[src/rtl/dmem_arbiter.sv]
// rtl/dmem_arbiter.sv - data memory port arbiter between the CPU MEM stage and a DMA requester
module dmem_arbiter #(
    parameter int ADDR_W    = 32,
    parameter int DATA_W    = 32,
    parameter int MAX_WAIT  = 4,
    parameter int MAX_BURST = 8
) (
    input  logic              clk,
    input  logic              reset,
    input  logic              cpu_req,
    input  logic              cpu_we,
    input  logic [ADDR_W-1:0] cpu_addr,
    input  logic [DATA_W-1:0] cpu_wdata,
    output logic [DATA_W-1:0] cpu_rdata,
    output logic              cpu_stall,
    input  logic              dma_req,
    input  logic              dma_we,
    input  logic [ADDR_W-1:0] dma_addr,
    input  logic [DATA_W-1:0] dma_wdata,
    input  logic              dma_lock,
    output logic              dma_gnt,
    output logic [DATA_W-1:0] dma_rdata,
    output logic              dma_rvalid,
    output logic [ADDR_W-1:0] mem_addr,
    output logic [DATA_W-1:0] mem_wdata,
    output logic              mem_we,
    output logic              mem_re,
    input  logic [DATA_W-1:0] mem_rdata
);
    typedef enum logic {OWN_CPU = 1'b0, OWN_DMA = 1'b1} owner_t;

    localparam logic [3:0] WAIT_MAX  = 4'(MAX_WAIT);
    localparam logic [3:0] BURST_MAX = 4'(MAX_BURST);

    owner_t     owner, owner_nxt;
    logic [3:0] wait_cnt, wait_nxt;
    logic [3:0] burst_cnt, burst_nxt;
    logic       dma_win, cpu_win, cpu_gnt;

    always_ff @(posedge clk or posedge reset) begin
        if (reset) begin
            owner      <= OWN_CPU;
            wait_cnt   <= 4'd0;
            burst_cnt  <= 4'd0;
            dma_rdata  <= '0;
            dma_rvalid <= 1'b0;
        end else begin
            owner      <= owner_nxt;
            wait_cnt   <= wait_nxt;
            burst_cnt  <= burst_nxt;
            dma_rvalid <= dma_win && !dma_we;
            if (dma_win && !dma_we)
                dma_rdata <= mem_rdata;
        end
    end

    always_comb begin
        dma_win   = 1'b0;
        owner_nxt = owner;
        wait_nxt  = wait_cnt;
        burst_nxt = burst_cnt;
        case (owner)
            OWN_CPU: dma_win = dma_req && (!cpu_req || wait_cnt == WAIT_MAX);
            OWN_DMA: dma_win = dma_req && !(cpu_req && burst_cnt == BURST_MAX);
            default: dma_win = 1'b0;
        endcase
        cpu_win = cpu_req && !dma_win;

        if (!dma_req || dma_win)
            wait_nxt = 4'd0;
        else if (cpu_win && wait_cnt != WAIT_MAX)
            wait_nxt = wait_cnt + 4'd1;

        // burst_cnt counts beats already granted in the current burst, the entry beat included,
        // so a locked burst contending with the CPU yields exactly MAX_BURST grants
        case (owner)
            OWN_CPU: begin
                if (dma_win && dma_lock) begin
                    owner_nxt = OWN_DMA;
                    burst_nxt = 4'd1;
                end
            end
            OWN_DMA: begin
                if (dma_win && dma_lock) begin
                    if (burst_cnt != BURST_MAX)
                        burst_nxt = burst_cnt + 4'd1;
                end else begin
                    owner_nxt = OWN_CPU;
                    burst_nxt = 4'd0;
                end
            end
            default: owner_nxt = OWN_CPU;
        endcase
    end

    always_comb begin
        dma_gnt   = !reset && dma_win;
        cpu_gnt   = !reset && cpu_win;
        cpu_stall = !reset && cpu_req && !cpu_win;
        cpu_rdata = mem_rdata;
        mem_addr  = '0;
        mem_wdata = '0;
        mem_we    = 1'b0;
        mem_re    = 1'b0;
        if (dma_gnt) begin
            mem_addr  = dma_addr;
            mem_wdata = dma_wdata;
            mem_we    = dma_we;
            mem_re    = !dma_we;
        end else if (cpu_gnt) begin
            mem_addr  = cpu_addr;
            mem_wdata = cpu_wdata;
            mem_we    = cpu_we;
            mem_re    = !cpu_we;
        end
    end
endmodule

[config.mk]
export PLATFORM = sky130hd
export DESIGN_NAME = dmem_arbiter
export DESIGN_NICKNAME = d
export VERILOG_FILES = /design/src/rtl/dmem_arbiter.sv
export SDC_FILE = /design/constraint.sdc
export NUM_CORES = 1
export LEC_CHECK = 0
export BUFFER_PORTS_ARGS = -buffer_cell sky130_fd_sc_hd__buf_2
export CORE_AREA = 2 2 115 117
export DETAILED_ROUTE_END_ITERATION = 12
export DIE_AREA = 0 0 117 119
export PLACE_DENSITY_LB_ADDON = 0.12
export SYNTH_ARGS = -nofsm -noshare
export SYNTH_HDL_FRONTEND = slang
export SYNTH_SLANG_ARGS = --single-unit
[constraint.sdc]
create_clock -name clk -period 5.72 [get_ports clk]
set_input_delay 0.286 -clock clk [delete_from_list [all_inputs] [get_ports clk]]
set_output_delay 0.286 -clock clk [all_outputs]
set_load 0.005 [all_outputs]
* After elaboration in Yosys (flattened, before gate mapping)
Cells that the tools add are included.
** Operators by class
- Equality and inequality tests :: 6
- Add/sub/neg operators :: 2
- Reduce and logical (&&, ||, !) cells :: 23
- Multiplexer cells :: 16
- Bitwise logic cells :: 1
** Operators with widths (count)
- two-way mux 32 bit :: 4
- two-way mux 4 bit :: 5
- logical AND 1 bit :: 11
- adder 4 x 1 -> 4 bit, second input constant :: 2
- zero test 1 bit :: 8
- case mux 4 bit (2 select lines) :: 1
- two-way mux 1 bit :: 5
- == test 4 x 3 -> 1 bit, second input constant :: 1
- == test 4 bit, second input constant :: 1
- inequality test 4 x 3 -> 1 bit, second input constant :: 1
- inequality test 4 bit, second input constant :: 1
- inequality test 3 x 2 -> 1 bit, second input constant :: 1
- logical OR 1 bit :: 2
- inequality test 2 bit, second input constant :: 1
- case mux 1 bit (2 select lines) :: 1
- AND reduction 2 bit :: 1
- nonzero test 2 bit :: 1
- NOT 1 bit :: 1
** Storage, ports and cells
- Output and inout bits :: 133
- Word-level logic and storage cells :: 53
- Input port bits :: 167
- Flip-flop bits (word level) :: 42

* Depth between registers and ports, before layout
Gate-level depths: netlist (run 1).
- Word-level depth :: 10
- Mapped depth :: 7
- Mapped depth without buffers :: 5

* Least setup slack after synthesis (run 1)
Ideal clock, no wire load.
- Path type :: reg2out
- Start point :: register wait_cnt[0]
- End point :: output mem_addr[0]
- Arrival time :: 1669 ps
- Path slack :: 3765 ps
- Cell stages (with the launch flop) :: 8
- Required time :: 5434 ps
- Path buffers :: 2
- Cell sequence :: dfrtp_1 -> inv_1 -> ha_1 -> nand3b_1 -> a221oi_2 -> buf_4 -> buf_4 -> a32o_1
** Between the ends
- Word-level cells in the longest chain between the ends :: 9
- Elaborated cells between the ends (all ways) :: 10
- Those cells by class :: 1 x eq/ne; 3 x mux; 6 x reduce/logical
** Ends and longest elaborated chain
- start, declared :: line 36 : logic [3:0] wait_cnt, wait_nxt;
- start signal, assigned :: line 49 : wait_cnt <= wait_nxt;
- == test 4 x 3 -> 1 bit * :: line 63 : OWN_CPU: dma_win = dma_req && (!cpu_req || wait_cnt == WAIT_MAX);
- logical OR 1 bit * :: line 63
- logical AND 1 bit * :: line 63
- case mux 1 bit (2 select lines) * :: line 62 : case (owner)
- zero test 1 bit :: line 67 : cpu_win = cpu_req && !dma_win;
- logical AND 1 bit :: line 67
- logical AND 1 bit :: line 98 : cpu_gnt = !reset && cpu_win;
- two-way mux 32 bit :: line 110 : end else if (cpu_gnt) begin
- two-way mux 32 bit * :: line 105 : if (dma_gnt) begin
- end, declared :: line 24 : output logic [ADDR_W-1:0] mem_addr,
Mark *: on every way between the ends. The rest lies on a longest branch, timed or not.

* Worst setup path in the final report (run 1)
- Start point :: register wait_cnt[0]
- End point :: output mem_wdata[20]
** Between the ends
- Word-level cells in the longest chain between the ends :: 9
- Elaborated cells between the ends (all ways) :: 10
- Those cells by class :: 1 x eq/ne; 3 x mux; 6 x reduce/logical
** Ends and longest elaborated chain
- == test 4 x 3 -> 1 bit * :: line 63
- logical OR 1 bit * :: line 63
- logical AND 1 bit * :: line 63
- case mux 1 bit (2 select lines) * :: line 62
- zero test 1 bit :: line 67
- logical AND 1 bit :: line 67
- logical AND 1 bit :: line 98
- two-way mux 32 bit :: line 110
- two-way mux 32 bit * :: line 105
- end, declared :: line 25 : output logic [DATA_W-1:0] mem_wdata,
Marks and branches as above.

==> metrics.log, run 1 <==
[metrics] Setup-failing EPs final: 0
[metrics] Worst Max-Slew Pin Slew: 0.6445 ns
[metrics] cell types with the largest area share after synthesis: sky130_fd_sc_hd__dfrtp_1 36%, sky130_fd_sc_hd__a32o_1 23%, sky130_fd_sc_hd__mux2_2 13%
[metrics] maximum number of buffers from clock root to sink: 2
[metrics] drt total wl: approximately 11 mm
[metrics] final design instance area without fill: roughly 0.0044 mm2
[metrics] top library cells by usage in the layout, fill and taps aside: 299 x sky130_fd_sc_hd__buf_2, 66 x sky130_fd_sc_hd__a32o_1, 42 x sky130_fd_sc_hd__dfrtp_1, 33 x sky130_fd_sc_hd__mux2_2, 7 x sky130_fd_sc_hd__inv_1
[metrics] fraction of the mapped netlist area in compound gates: 0.2795
[metrics] number of pins with negative max-slew slack in the final report: 0
[metrics] die height: between 100 and 150 um
[metrics] Fmax achieved: around 330 MHz
[metrics] count of state elements after synthesis: 42
[metrics] number of vias per cell after detailed routing: 4.699
[metrics] max cap viols: 0
[metrics] buffers inserted by post-CTS timing repair: 0
[metrics] share of cell area taken by muxes after synthesis: 0.1359
[metrics] clock tree from TritonCTS: yes
[metrics] cts bufs inserted: 5
[metrics] total iterations of the first detailed-routing run: 4
[metrics] most common cell after layout, fill and taps aside: sky130_fd_sc_hd__buf_2
[metrics] count of fill cells added during filler insertion: 1309
[metrics] largest net degree at the start of global routing: 64
[metrics] number of input and output port buffers inserted: 299
[metrics] status: completed
[metrics] Post-synth top flop: sky130_fd_sc_hd__dfrtp_1
[metrics] Max transition margin: 0.5703
[metrics] total stage count of the critical path: 7
[metrics] number of cells on the worst reg-to-reg path: 6
[metrics] setup repair after global routing missed its margin: false
[metrics] post-layout power: 0.9479 mW
[metrics] fraction of the yosys area taken by sequential cells: 0.3646
[metrics] area share of and/or/nand/nor cells after synthesis: 0.04688
[metrics] final weighted congestion in routability-driven placement: approximately 0.75
[metrics] net count after synthesis: approximately 430
[metrics] final hold violation count: 0
[metrics] share of flip-flops with an asynchronous set or reset: 1.000
[metrics] type of destination of the critical path: output port
[metrics] ordered list of cells on the worst path: inv_1, ha_1, and3b_1, o211ai_1, buf_4, a32o_1, buf_2
[metrics] Max IR drop VDD: a little over 0.00009 V
[metrics] Slowest Stage Delay on Critical Path: approximately 0.59 ns
[metrics] Sequential Area: ~0.0011 mm2
[metrics] PwrDens: roughly 210 mW/mm2
[metrics] area share of fa/ha/maj cells after synthesis: 0.01736
[metrics] number of buffers inserted by hold repair at cts: 0
[metrics] CP Buf/Inv Count: 3
[metrics] DRC violation total after the first TritonRoute iteration: approximately 130
[metrics] routed length per placed instance: around 16 um
[metrics] effective utilization at floorplan: 0.2239
[metrics] critical path fanouts, max: a little over 60
[metrics] post-place instance area: between 0.004 and 0.005 mm2
[metrics] die span in x: roughly 120 um
[metrics] Global Route Usage Sum: 0.1479
[metrics] Clock transition at path regs: ~0.06 ns
[metrics] main combinational cell family by area after synthesis: compound AO/OA/AOI/OAI gates
[metrics] clock tree sinks: between 40 and 50
[metrics] PostCTS Resize Cnt: 0
[metrics] number of standard-cell rows in the floorplan: 42
[metrics] buffer cell driving the clock tree root: sky130_fd_sc_hd__clkbuf_16
[metrics] global-route congestion overflow total: 0
[metrics] setup total negative slack: 0 ns
[metrics] number of nets still failing antenna checks after routing: 0
[metrics] Final Core Density: 0.3426
[metrics] fraction of layout cells with a size suffix above 1: 0.6850
[metrics] number of antenna violations at the first check in global routing: 0
[metrics] diodes inserted: 0
[metrics] worst setup path class: reg -> out
[metrics] area of combinational cells with multiple inputs: 0.001428 mm2
[metrics] xor and xnor fraction of the mapped netlist area: 0.009115
[metrics] number of global-route vias before repair: between 2000 and 3000
[metrics] cell family contributing the most delay on the critical path: buffers and inverters
[metrics] nets@finish: 678
[metrics] global-route wire length before repair: between 15 and 20 mm
[metrics] HP Class: in -> async
[metrics] number of H-tree branching levels: 2
[metrics] worst endpoint data arrival time: roughly 2.7 ns
[metrics] DRC viols: 0
[metrics] clock period minus worst slack: 3.011 ns
[metrics] number of enable flip-flop cells after synthesis: 0
[metrics] Crit path required time: approximately 5.4 ns
[metrics] cells after synthesis: roughly 250
[metrics] skew final: 0.006122 ns
[metrics] Area Overhead vs Synth: 52.99%
[metrics] category of the worst setup path launch point: flip-flop
[metrics] clock latency of the later-clocked register in the worst-skew pair: around 0.28 ns
[metrics] total standard cell area after synthesis: between 0.002 and 0.003 mm2
[metrics] post-DP HPWL: approximately 9 mm
[metrics] area share of the largest cell type after synthesis: 0.3646
[metrics] overall via count from detail_route: approximately 3200
[metrics] leading area contributor after synthesis: sky130_fd_sc_hd__dfrtp_1
[metrics] worst reg2reg setup slack: 3.48 ns
[metrics] final worst path period share: 0.5264
[metrics] number of different library cells in the post-synthesis netlist: 37
[metrics] count of pins on the block boundary: 300
[metrics] slowest cell on the critical path: sky130_fd_sc_hd__buf_4
[metrics] mean cell area of the mapped netlist: approximately 11 um2
[metrics] leakage component of the power: roughly 2.3 nW
[metrics] count of synthesis-stage warnings from yosys: 0
[metrics] area of the core region: 0.01287 mm2
[metrics] Die Footprint: about 0.014 mm2
-- registers in the layout, indices dropped and copies added, names as in the netlist --
register,cells
dma_rvalid,1
dma_rdata,32
burst_cnt,4
wait_cnt,4
owner,1
-- cell usage after synthesis (3+ instances only) --
master,number
sky130_fd_sc_hd__inv_1,8
sky130_fd_sc_hd__buf_6,3
sky130_fd_sc_hd__a32o_1,66
sky130_fd_sc_hd__nand2b_1,3
sky130_fd_sc_hd__nand2_1,3
sky130_fd_sc_hd__mux2_2,33
sky130_fd_sc_hd__nand3_1,3
sky130_fd_sc_hd__ha_1,4
sky130_fd_sc_hd__buf_2,11
sky130_fd_sc_hd__nor3_1,5
sky130_fd_sc_hd__xnor2_1,3
sky130_fd_sc_hd__dfrtp_1,42
sky130_fd_sc_hd__clkbuf_1,7
sky130_fd_sc_hd__buf_4,37
-- worst paths after layout --
kind | start | endpoint
setup / recovery | wait_cnt[0] | mem_wdata[20]
min in group clk | mem_rdata[30] | dma_rdata[30]
hold reg to reg | dma_rdata[3] | dma_rdata[3]
max in group asynchronous | reset | dma_rdata[27]
setup reg to reg | wait_cnt[0] | dma_rdata[1]
hold / removal | reset | owner
-- logic make-up (layout without fill, tap and decap cells) --
| family | Yosys count | after routing |
|---|---|---|
| DFF | 42 | 42 |
| adders and majority gates | 4 | 4 |
| buffers and inverters | 66 | 320 |
| and+or+nand+nor | 22 | 22 |
| xor gates and xnor gates | 3 | 3 |
| AOI/OAI and AO/OA | 82 | 82 |
| muxes | 35 | 35 |
-- report_power, final --
| part | internal (mW) | switching, mW | total, mW |
|---|---|---|---|
| combinational | 0.169 | 0.130 | 0.298 |
| clock | 0.173 | 0.105 | 0.277 |
| sequential | 0.347 | 0.0248 | 0.372 |
-- stage by stage --
| stage | instances | hold slack, ns | setup slack [ns] |
|---|---|---|---|
| after global placement | 676 | 0.4834 | 3.099 |
| after floorplan | 254 | 0.4376 | 3.765 |
| final | 684 | 0.1651 | 2.709 |
| after detailed placement | 676 | 0.4894 | 3.051 |
| after CTS | 684 | 0.2068 | 2.738 |
| after global routing | 684 | 0.2447 | 2.592 |
-- worst reg2reg max path: stages, from the launching register on --
cell	delay (ns)
sky130_fd_sc_hd__dfrtp_1	0.40
sky130_fd_sc_hd__inv_1	0.10
sky130_fd_sc_hd__ha_1	0.19
sky130_fd_sc_hd__nand3b_1	0.30
sky130_fd_sc_hd__a221oi_4	0.31
sky130_fd_sc_hd__buf_4	0.41
sky130_fd_sc_hd__mux2_2	0.41
-- metal layers --
| metal | wire length [um] | global-route usage | vias to the layer above |
|---|---|---|---|
| met5 | 0 | 0 | - |
| met4 | 144 | 0.03897 | 0 |
| met3 | 982 | 0.03817 | 15 |
| met2 | 5391 | 0.2551 | 193 |
| met1 | 4433 | 0.1809 | 1517 |
| li1 | - | - | 1489 |
-- area by class of cell --
class | count | area share
timing repair buffer | 304 | 0.3478
multi-input combinational | 146 | 0.3237
sequential | 42 | 0.2383
tap | 176 | 0.04993
clock buffer | 7 | 0.03234
inverter | 8 | 0.006809
clock inverter | 1 | 0.001135
(Power assumes the default switching activity.)
==> inputs of run 2 (changes only) <==
- ABC_AREA: unset -> 1
- CORE_AREA: 2 2 115 117 -> 2 2 118 120
- DIE_AREA: 0 0 117 119 -> 0 0 120 122
- clock period: 5.72 -> 2.71 ns (I/O delays scaled with it)
==> run 2 against run 1 <==
Cell count rose by 30%; sequential cell count did not move; total power rose by 110%; worst setup slack got worse by 2.5 ns; register-to-register slack got worse by 2.7 ns; synthesized cell count rose by 78%; largest cell class unchanged; clock-buffer cell count fell by 1; combinational power rose by 100%; global-route usage rose by 1.6 points; clock skew rose by 0.00096 ns; non-clock buffer count rose by 1; area after synthesis rose by 11%.
==> metrics.log, run 2 <==
[metrics] status: completed
[metrics] Fmax achieved: 396.2 MHz
[metrics] number of H-tree branching levels: 2
[metrics] clock period minus worst slack: ~2.5 ns
[metrics] clock tree sinks: between 40 and 50
[metrics] number of nets still failing antenna checks after routing: 0
[metrics] max cap viols: 0
[metrics] biggest registers after layout: dma_rdata (32), burst_cnt (4), wait_cnt (4)
[metrics] DRC violation total after the first TritonRoute iteration: 160
[metrics] most common cell after layout, fill and taps aside: sky130_fd_sc_hd__buf_2
[metrics] DRC viols: 0
[metrics] setup repair after global routing missed its margin: false
[metrics] mean cell area of the mapped netlist: slightly above 7 um2
[metrics] diodes inserted: 0
[metrics] number of standard-cell rows in the floorplan: 43
[metrics] register with the most flip-flops: dma_rdata
[metrics] total iterations of the first detailed-routing run: 5
[metrics] number of input and output port buffers inserted: 299
[metrics] fraction of layout cells with a size suffix above 1: 0.5099
[metrics] share of flip-flops with an asynchronous set or reset: 1.000
[metrics] share of cell area taken by muxes after synthesis: 0
[metrics] fraction of the yosys area taken by sequential cells: 0.3292
[metrics] final hold violation count: 0
[metrics] area of combinational cells with multiple inputs: roughly 0.0014 mm2
[metrics] drt total wl: 13.04 mm
[metrics] Worst Max-Slew Pin Slew: around 0.63 ns
[metrics] largest net degree at the start of global routing: 67
[metrics] Crit path required time: ~2.6 ns
[metrics] die height: between 100 and 150 um
[metrics] buffer cell driving the clock tree root: sky130_fd_sc_hd__clkbuf_16
[metrics] number of enable flip-flop cells after synthesis: 0
[metrics] cells after synthesis: 452
[metrics] Crit Reg-Reg Startpoint: wait_cnt[0]
[metrics] top library cells by usage in the layout, fill and taps aside: 299 x sky130_fd_sc_hd__buf_2, 143 x sky130_fd_sc_hd__nand2_1, 76 x sky130_fd_sc_hd__inv_1, 56 x sky130_fd_sc_hd__o21ai_0, 42 x sky130_fd_sc_hd__dfrtp_1
[metrics] area share of and/or/nand/nor cells after synthesis: 0.2175
[metrics] Max transition margin: 0.5823
[metrics] setup total negative slack: 0 ns
[metrics] maximum number of buffers from clock root to sink: 2
[metrics] HP Class: in -> async
[metrics] PwrDens: 429.0 mW/mm2
[metrics] area of the core region: between 0.01 and 0.015 mm2
[metrics] count of synthesis-stage warnings from yosys: 0
[metrics] post-place instance area: approximately 0.0046 mm2
[metrics] main combinational cell family by area after synthesis: buffers and inverters
[metrics] Die Footprint: roughly 0.015 mm2
[metrics] Post-synth top flop: sky130_fd_sc_hd__dfrtp_1
[metrics] final design instance area without fill: between 0.004 and 0.005 mm2
[metrics] Setup crit start: wait_cnt[0]
[metrics] routed length per placed instance: 14.65 um
[metrics] cell types with the largest area share after synthesis: sky130_fd_sc_hd__dfrtp_1 33%, sky130_fd_sc_hd__nand2_1 17%, sky130_fd_sc_hd__o21ai_2 11%
[metrics] number of antenna violations at the first check in global routing: 0
[metrics] most frequently used cell type in the post-synthesis netlist: sky130_fd_sc_hd__nand2_1
[metrics] Setup-failing EPs final: 0
[metrics] net count after synthesis: slightly above 600
[metrics] cts bufs inserted: 5
[metrics] effective utilization at floorplan: 0.2364
[metrics] leading area contributor after synthesis: sky130_fd_sc_hd__dfrtp_1
[metrics] global-route congestion overflow total: 0
[metrics] clock latency of the later-clocked register in the worst-skew pair: about 0.29 ns
[metrics] number of vias per cell after detailed routing: 4.230
[metrics] category of the worst setup path launch point: flip-flop
[metrics] critical path fanouts, max: 66
[metrics] die span in x: 120 um
[metrics] clock tree from TritonCTS: yes
[metrics] number of global-route vias before repair: 3408
[metrics] Max IR drop VDD: 0.0004003 V
[metrics] Sequential Area: 0.001051 mm2
[metrics] worst endpoint data arrival time: about 2.4 ns
[metrics] skew final: 0.007082 ns
[metrics] count of pins on the block boundary: 300
[metrics] post-layout power: slightly above 2 mW
[metrics] nets@finish: a little under 900
[metrics] count of fill cells added during filler insertion: 1525
[metrics] total standard cell area after synthesis: roughly 0.0032 mm2
[metrics] Area Overhead vs Synth: 48.63%
[metrics] overall via count from detail_route: 3765
[metrics] Clock transition at path regs: 0.06 ns
[metrics] type of destination of the critical path: output port
[metrics] fraction of the mapped netlist area in compound gates: 0.2136
[metrics] Global Route Usage Sum: 0.1640
[metrics] area share of fa/ha/maj cells after synthesis: 0.01567
[metrics] worst setup path class: reg -> out
[metrics] final weighted congestion in routability-driven placement: approximately 0.80
[metrics] post-DP HPWL: about 11 mm
[metrics] number of pins with negative max-slew slack in the final report: 0
[metrics] number of different library cells in the post-synthesis netlist: 26
[metrics] leakage component of the power: 2.921 nW
[metrics] Largest register FFs: 32
[metrics] cell types with the highest counts after synthesis: 143 x sky130_fd_sc_hd__nand2_1, 77 x sky130_fd_sc_hd__inv_1, 57 x sky130_fd_sc_hd__o21ai_0
[metrics] xor and xnor fraction of the mapped netlist area: 0.005486
[metrics] area share of the largest cell type after synthesis: 0.3292
[metrics] count of state elements after synthesis: 42
[metrics] global-route wire length before repair: between 15 and 20 mm
[metrics] final worst path period share: 0.9314
## run 2: final timing paths
path	endpoint	slack [ns]	depth (start not counted)
worst max-delay path	mem_addr[21]	0.19	11
worst min-delay path	burst_cnt[1]	0.05	3
worst max register to register	dma_rdata[25]	0.75	11
worst min register to register	dma_rdata[27]	0.49	2
max in group asynchronous	dma_rdata[0]	2.27	3
min in group clk	dma_rdata[15]	0.05	3
## run 2: stage by stage
step / hold WS (ns) / setup slack, ns / utilization / instances
finish: 0.05058 / 0.1860 / 0.3514 / 890
global route: 0.06121 / 0.02184 / 0.3514 / 890
CTS: 0.04601 / 0.01474 / 0.3514 / 890
detailed placement: 0.3504 / 0.3347 / 0.3391 / 882
global placement: 0.3483 / 0.4088 / 0.3391 / 882
floorplan: 0.2523 / 0.8436 / - / 452
## run 2: area by class of cell
| cell class | instances | share of cell area |
|---|---|---|
| clock buffer | 6 | 0.02716 |
| clock inverter | 2 | 0.007909 |
| inverter | 78 | 0.06169 |
| multi-input combinational | 277 | 0.3042 |
| sequential | 42 | 0.2215 |
| tap | 180 | 0.04746 |
| timing repair buffer | 305 | 0.3301 |
## run 2: cell families after synthesis
| logic type | count (synthesis) |
|---|---|
| buffers and inverters | 133 |
| adders and majority gates | 4 |
| DFF | 42 |
| xor gates and xnor gates | 2 |
| and+or+nand+nor | 166 |
| AOI/OAI and AO/OA | 105 |
## run 2: metal layers
layer | vias up | GRT usage | part of all wire
met5 | - | 0 | 0
met4 | 0 | 0.03897 | 0.012
met3 | 10 | 0.04167 | 0.089
met2 | 196 | 0.2770 | 0.47
met1 | 1685 | 0.2101 | 0.43
li1 | 1874 | - | -
## run 2: what timing repair did
action,CTS,global route
resized for setup,0,1
setup buffers,0,0
setup endpoints to repair,0,1
hold buffers,0,0
## run 2: report_power, final
part	total (mW)	switching [mW]	internal [mW]
Clock	0.682	0.247	0.435
Sequential	0.759	0.0455	0.713
Combinational	0.595	0.319	0.277
Total	2.04	0.611	1.42
## run 2: worst max-delay path, stage by stage (launching register included)
cell	delay, ns
sky130_fd_sc_hd__dfrtp_1	0.39
sky130_fd_sc_hd__inv_1	0.07
sky130_fd_sc_hd__ha_1	0.24
sky130_fd_sc_hd__nand3_2	0.12
sky130_fd_sc_hd__nand2_1	0.07
sky130_fd_sc_hd__nand2_2	0.08
sky130_fd_sc_hd__nand2_4	0.07
sky130_fd_sc_hd__nand2_4	0.15
sky130_fd_sc_hd__nand3_2	0.11
sky130_fd_sc_hd__buf_12	0.22
sky130_fd_sc_hd__o21ai_1	0.35
sky130_fd_sc_hd__buf_2	0.18
==> inputs of run 3 (changes only) <==
- ABC_AREA: 1 -> 0
- CORE_AREA: 2 2 118 120 -> 2 2 117 119
- DIE_AREA: 0 0 120 122 -> 0 0 119 121
==> run 3 against run 2 <==
Highest routed layer unchanged; largest cell class unchanged; final area shrank 6.0%; global-route usage decreased by 1.6 points; worst setup slack better by 0.075 ns; combinational power is 7.7% higher.
==> metrics.log, run 3 (synthesized netlist as in run 1, its figures left out) <==
[metrics] critical path fanouts, max: 67
[metrics] Placed Instances: 676
[metrics] post-place instance area: 0.004313 mm2
[metrics] P_sw: between 0.5 and 0.6 mW
[metrics] part of the power in combinational logic: 0.323
[metrics] die height: ~120 um
[metrics] final design instance area without fill: around 0.0045 mm2
[metrics] final weighted congestion in routability-driven placement: 0.7812
[metrics] number of standard-cell rows in the floorplan: 42
[metrics] worst setup path class: reg -> out
[metrics] register with the most flip-flops: dma_rdata
[metrics] leakage component of the power: between 2 and 2.5 nW
[metrics] Worst Max-Slew Pin Slew: about 0.8 ns
[metrics] Fmax achieved: 408.3 MHz
[metrics] clock latency of the later-clocked register in the worst-skew pair: 0.28 ns
[metrics] global-route congestion overflow total: 0
[metrics] worst slack at placement: 0.5655 ns
[metrics] Fin Hold WS: ~0.11 ns
[metrics] Slowest Stage Delay on Critical Path: around 0.40 ns
[metrics] DRC viols: 0
[metrics] Die Footprint: approximately 0.014 mm2
[metrics] Max transition margin: 0.4661
[metrics] maximum number of buffers from clock root to sink: 2
[metrics] DRC violation total after the first TritonRoute iteration: roughly 180
[metrics] Global Route Usage Sum: 0.1479
[metrics] nets@finish: slightly below 700
[metrics] Crit path required time: ~2.6 ns
[metrics] slowest cell on the critical path: sky130_fd_sc_hd__dfrtp_1
[metrics] setup ws final: 0.2605 ns
[metrics] area of the core region: approximately 0.013 mm2
[metrics] cts bufs inserted: 5
[metrics] proportion of total power due to net switching: 0.2790
[metrics] clock tree sinks: 42
[metrics] number of global-route vias before repair: roughly 3200
[metrics] clock tree from TritonCTS: yes
[metrics] skew final: approximately 0.0062 ns
[metrics] post-layout power: 1.983 mW
[metrics] Clock transition at path regs: about 0.06 ns
[metrics] worst endpoint data arrival time: about 2.3 ns
[metrics] share of power burned in registers: 0.395
[metrics] biggest registers after layout: dma_rdata (32), burst_cnt (4), wait_cnt (4)
[metrics] overall via count from detail_route: 3195
[metrics] number of antenna violations at the first check in global routing: 1
[metrics] largest net degree at the start of global routing: 68
[metrics] PostCTS Resize Cnt: 0
[metrics] Max IR drop VDD: approximately 0.00019 V
[metrics] number of pins with negative max-slew slack in the final report: 0
[metrics] fraction of layout cells with a size suffix above 1: 0.6850
[metrics] number of nets still failing antenna checks after routing: 0
[metrics] Largest register FFs: 32
[metrics] effective utilization at floorplan: 0.2203
[metrics] final hold violation count: 0
[metrics] global-route wire length before repair: approximately 17 mm
[metrics] setup repair after global routing missed its margin: false
[metrics] number of vias per cell after detailed routing: about 4.7
[metrics] category of the worst setup path launch point: flip-flop
[metrics] cell family contributing the most delay on the critical path: compound AO/OA/AOI/OAI gates
[metrics] post-DP HPWL: slightly above 9 mm
[metrics] most common cell after layout, fill and taps aside: sky130_fd_sc_hd__buf_2
[metrics] final worst path period share: 0.9039
[metrics] fin cells: 685
[metrics] die span in x: 119 um
[metrics] CP Buf/Inv Count: 3
[metrics] ordered list of cells on the worst path: inv_1, ha_1, nand3b_1, a221oi_4, buf_12, a32o_1, buf_2
[metrics] clock group share of total power: 0.281
[metrics] internal power component: 1.430 mW
[metrics] routed length per placed instance: 16.47 um
[metrics] Area Overhead vs Synth: 54.73%
[metrics] number of H-tree branching levels: 2
[metrics] PwrDens: 444.5 mW/mm2
[metrics] max cap viols: 0
[metrics] top library cells by usage in the layout, fill and taps aside: 299 x sky130_fd_sc_hd__buf_2, 66 x sky130_fd_sc_hd__a32o_1, 42 x sky130_fd_sc_hd__dfrtp_1, 33 x sky130_fd_sc_hd__mux2_2, 7 x sky130_fd_sc_hd__inv_1
[metrics] clock period minus worst slack: approximately 2.4 ns
[metrics] status: completed
[metrics] type of destination of the critical path: output port
[metrics] count of fill cells added during filler insertion: between 1000 and 1500
[metrics] drt total wl: ~11 mm
[metrics] count of pins on the block boundary: 300
[metrics] number of input and output port buffers inserted: approximately 300
[metrics] HP Class: in -> reg
[metrics] Setup-failing EPs final: 0
[metrics] buffer cell driving the clock tree root: sky130_fd_sc_hd__clkbuf_16
[metrics] total iterations of the first detailed-routing run: 5
[metrics] Final Core Density: 0.3409
[metrics] setup total negative slack: 0 ns
==> run 3: cell types whose count changed in the layout (fill, tap and decap cells not counted), sizes merged, moves of 3 or more <==
cell    previous run  this run
o21ai             97         1
nand2            146         3
clkinv             0         3
nand3             12         3
nor2               4         1
mux2               0        33
a32o               0        66
a21oi              5         2
nand4              4         0
nor3               0         5
nand2b             0         3
inv               78         7
==> run 3: power by group through the flow <==
stage / Clock (mW) / Sequential (mW) / Combinational [mW]
4_1_cts: 0.586 / 0.784 / 0.654
2_1_floorplan: 0 / 0.805 / 0.302
6_report: 0.558 / 0.784 / 0.641
3_5_place_dp: 0 / 0.796 / 0.651
3_3_place_gp: 0 / 0.794 / 0.645
5_1_grt: 0.618 / 0.801 / 0.703
==> run 3: per-layer routing <==
metal	track usage	vias up	routed length (um)
li1	-	1496	-
met4	0.04018	0	188
met3	0.03806	8	1010
met2	0.2590	182	5728
met1	0.1799	1509	4356
met5	0	-	0
==> run 3: layout make-up <==
class | count | area [um2] | share of cell area
Multi-Input combinational cell | 146 | 1428 | 0.3201
Clock inverter | 2 | 10.01 | 0.002244
Tap cell | 176 | 220.2 | 0.04937
Antenna cell | 1 | 2.502 | 0.0005610
Timing Repair Buffer | 305 | 1594 | 0.3574
Clock buffer | 5 | 125.1 | 0.02805
Inverter | 8 | 30.03 | 0.006732
Sequential cell | 42 | 1051 | 0.2356
==> run 3: worst paths after layout <==
kind	slack [ns]	from	end	cells past startpoint
worst max-delay path	0.26	wait_cnt[0]	mem_addr[12]	7
worst min-delay path	0.11	mem_rdata[25]	dma_rdata[25]	2
worst max register to register	0.62	wait_cnt[0]	dma_rdata[2]	6
worst min register to register	0.50	dma_rdata[4]	dma_rdata[4]	1
max in group asynchronous	1.48	reset	dma_rdata[31]	4
min in group asynchronous	0.52	reset	owner	3
==> run 3: what timing repair did <==
item,in CTS,in global routing
endpoints found under the hold margin,22,0
hold buffers,1,0
buffers inserted,0,0
==> run 3: worst register-to-register path: cells and delay by family (launching register included) <==
family | cells | cell delay [ns]
flip-flops | 1 | 0.40
multiplexers | 1 | 0.39
AO/OA/AOI/OAI | 1 | 0.37
buffers and inverters | 2 | 0.33
AND/OR/NAND/NOR | 1 | 0.30
adder cells (fa/ha/maj) | 1 | 0.18
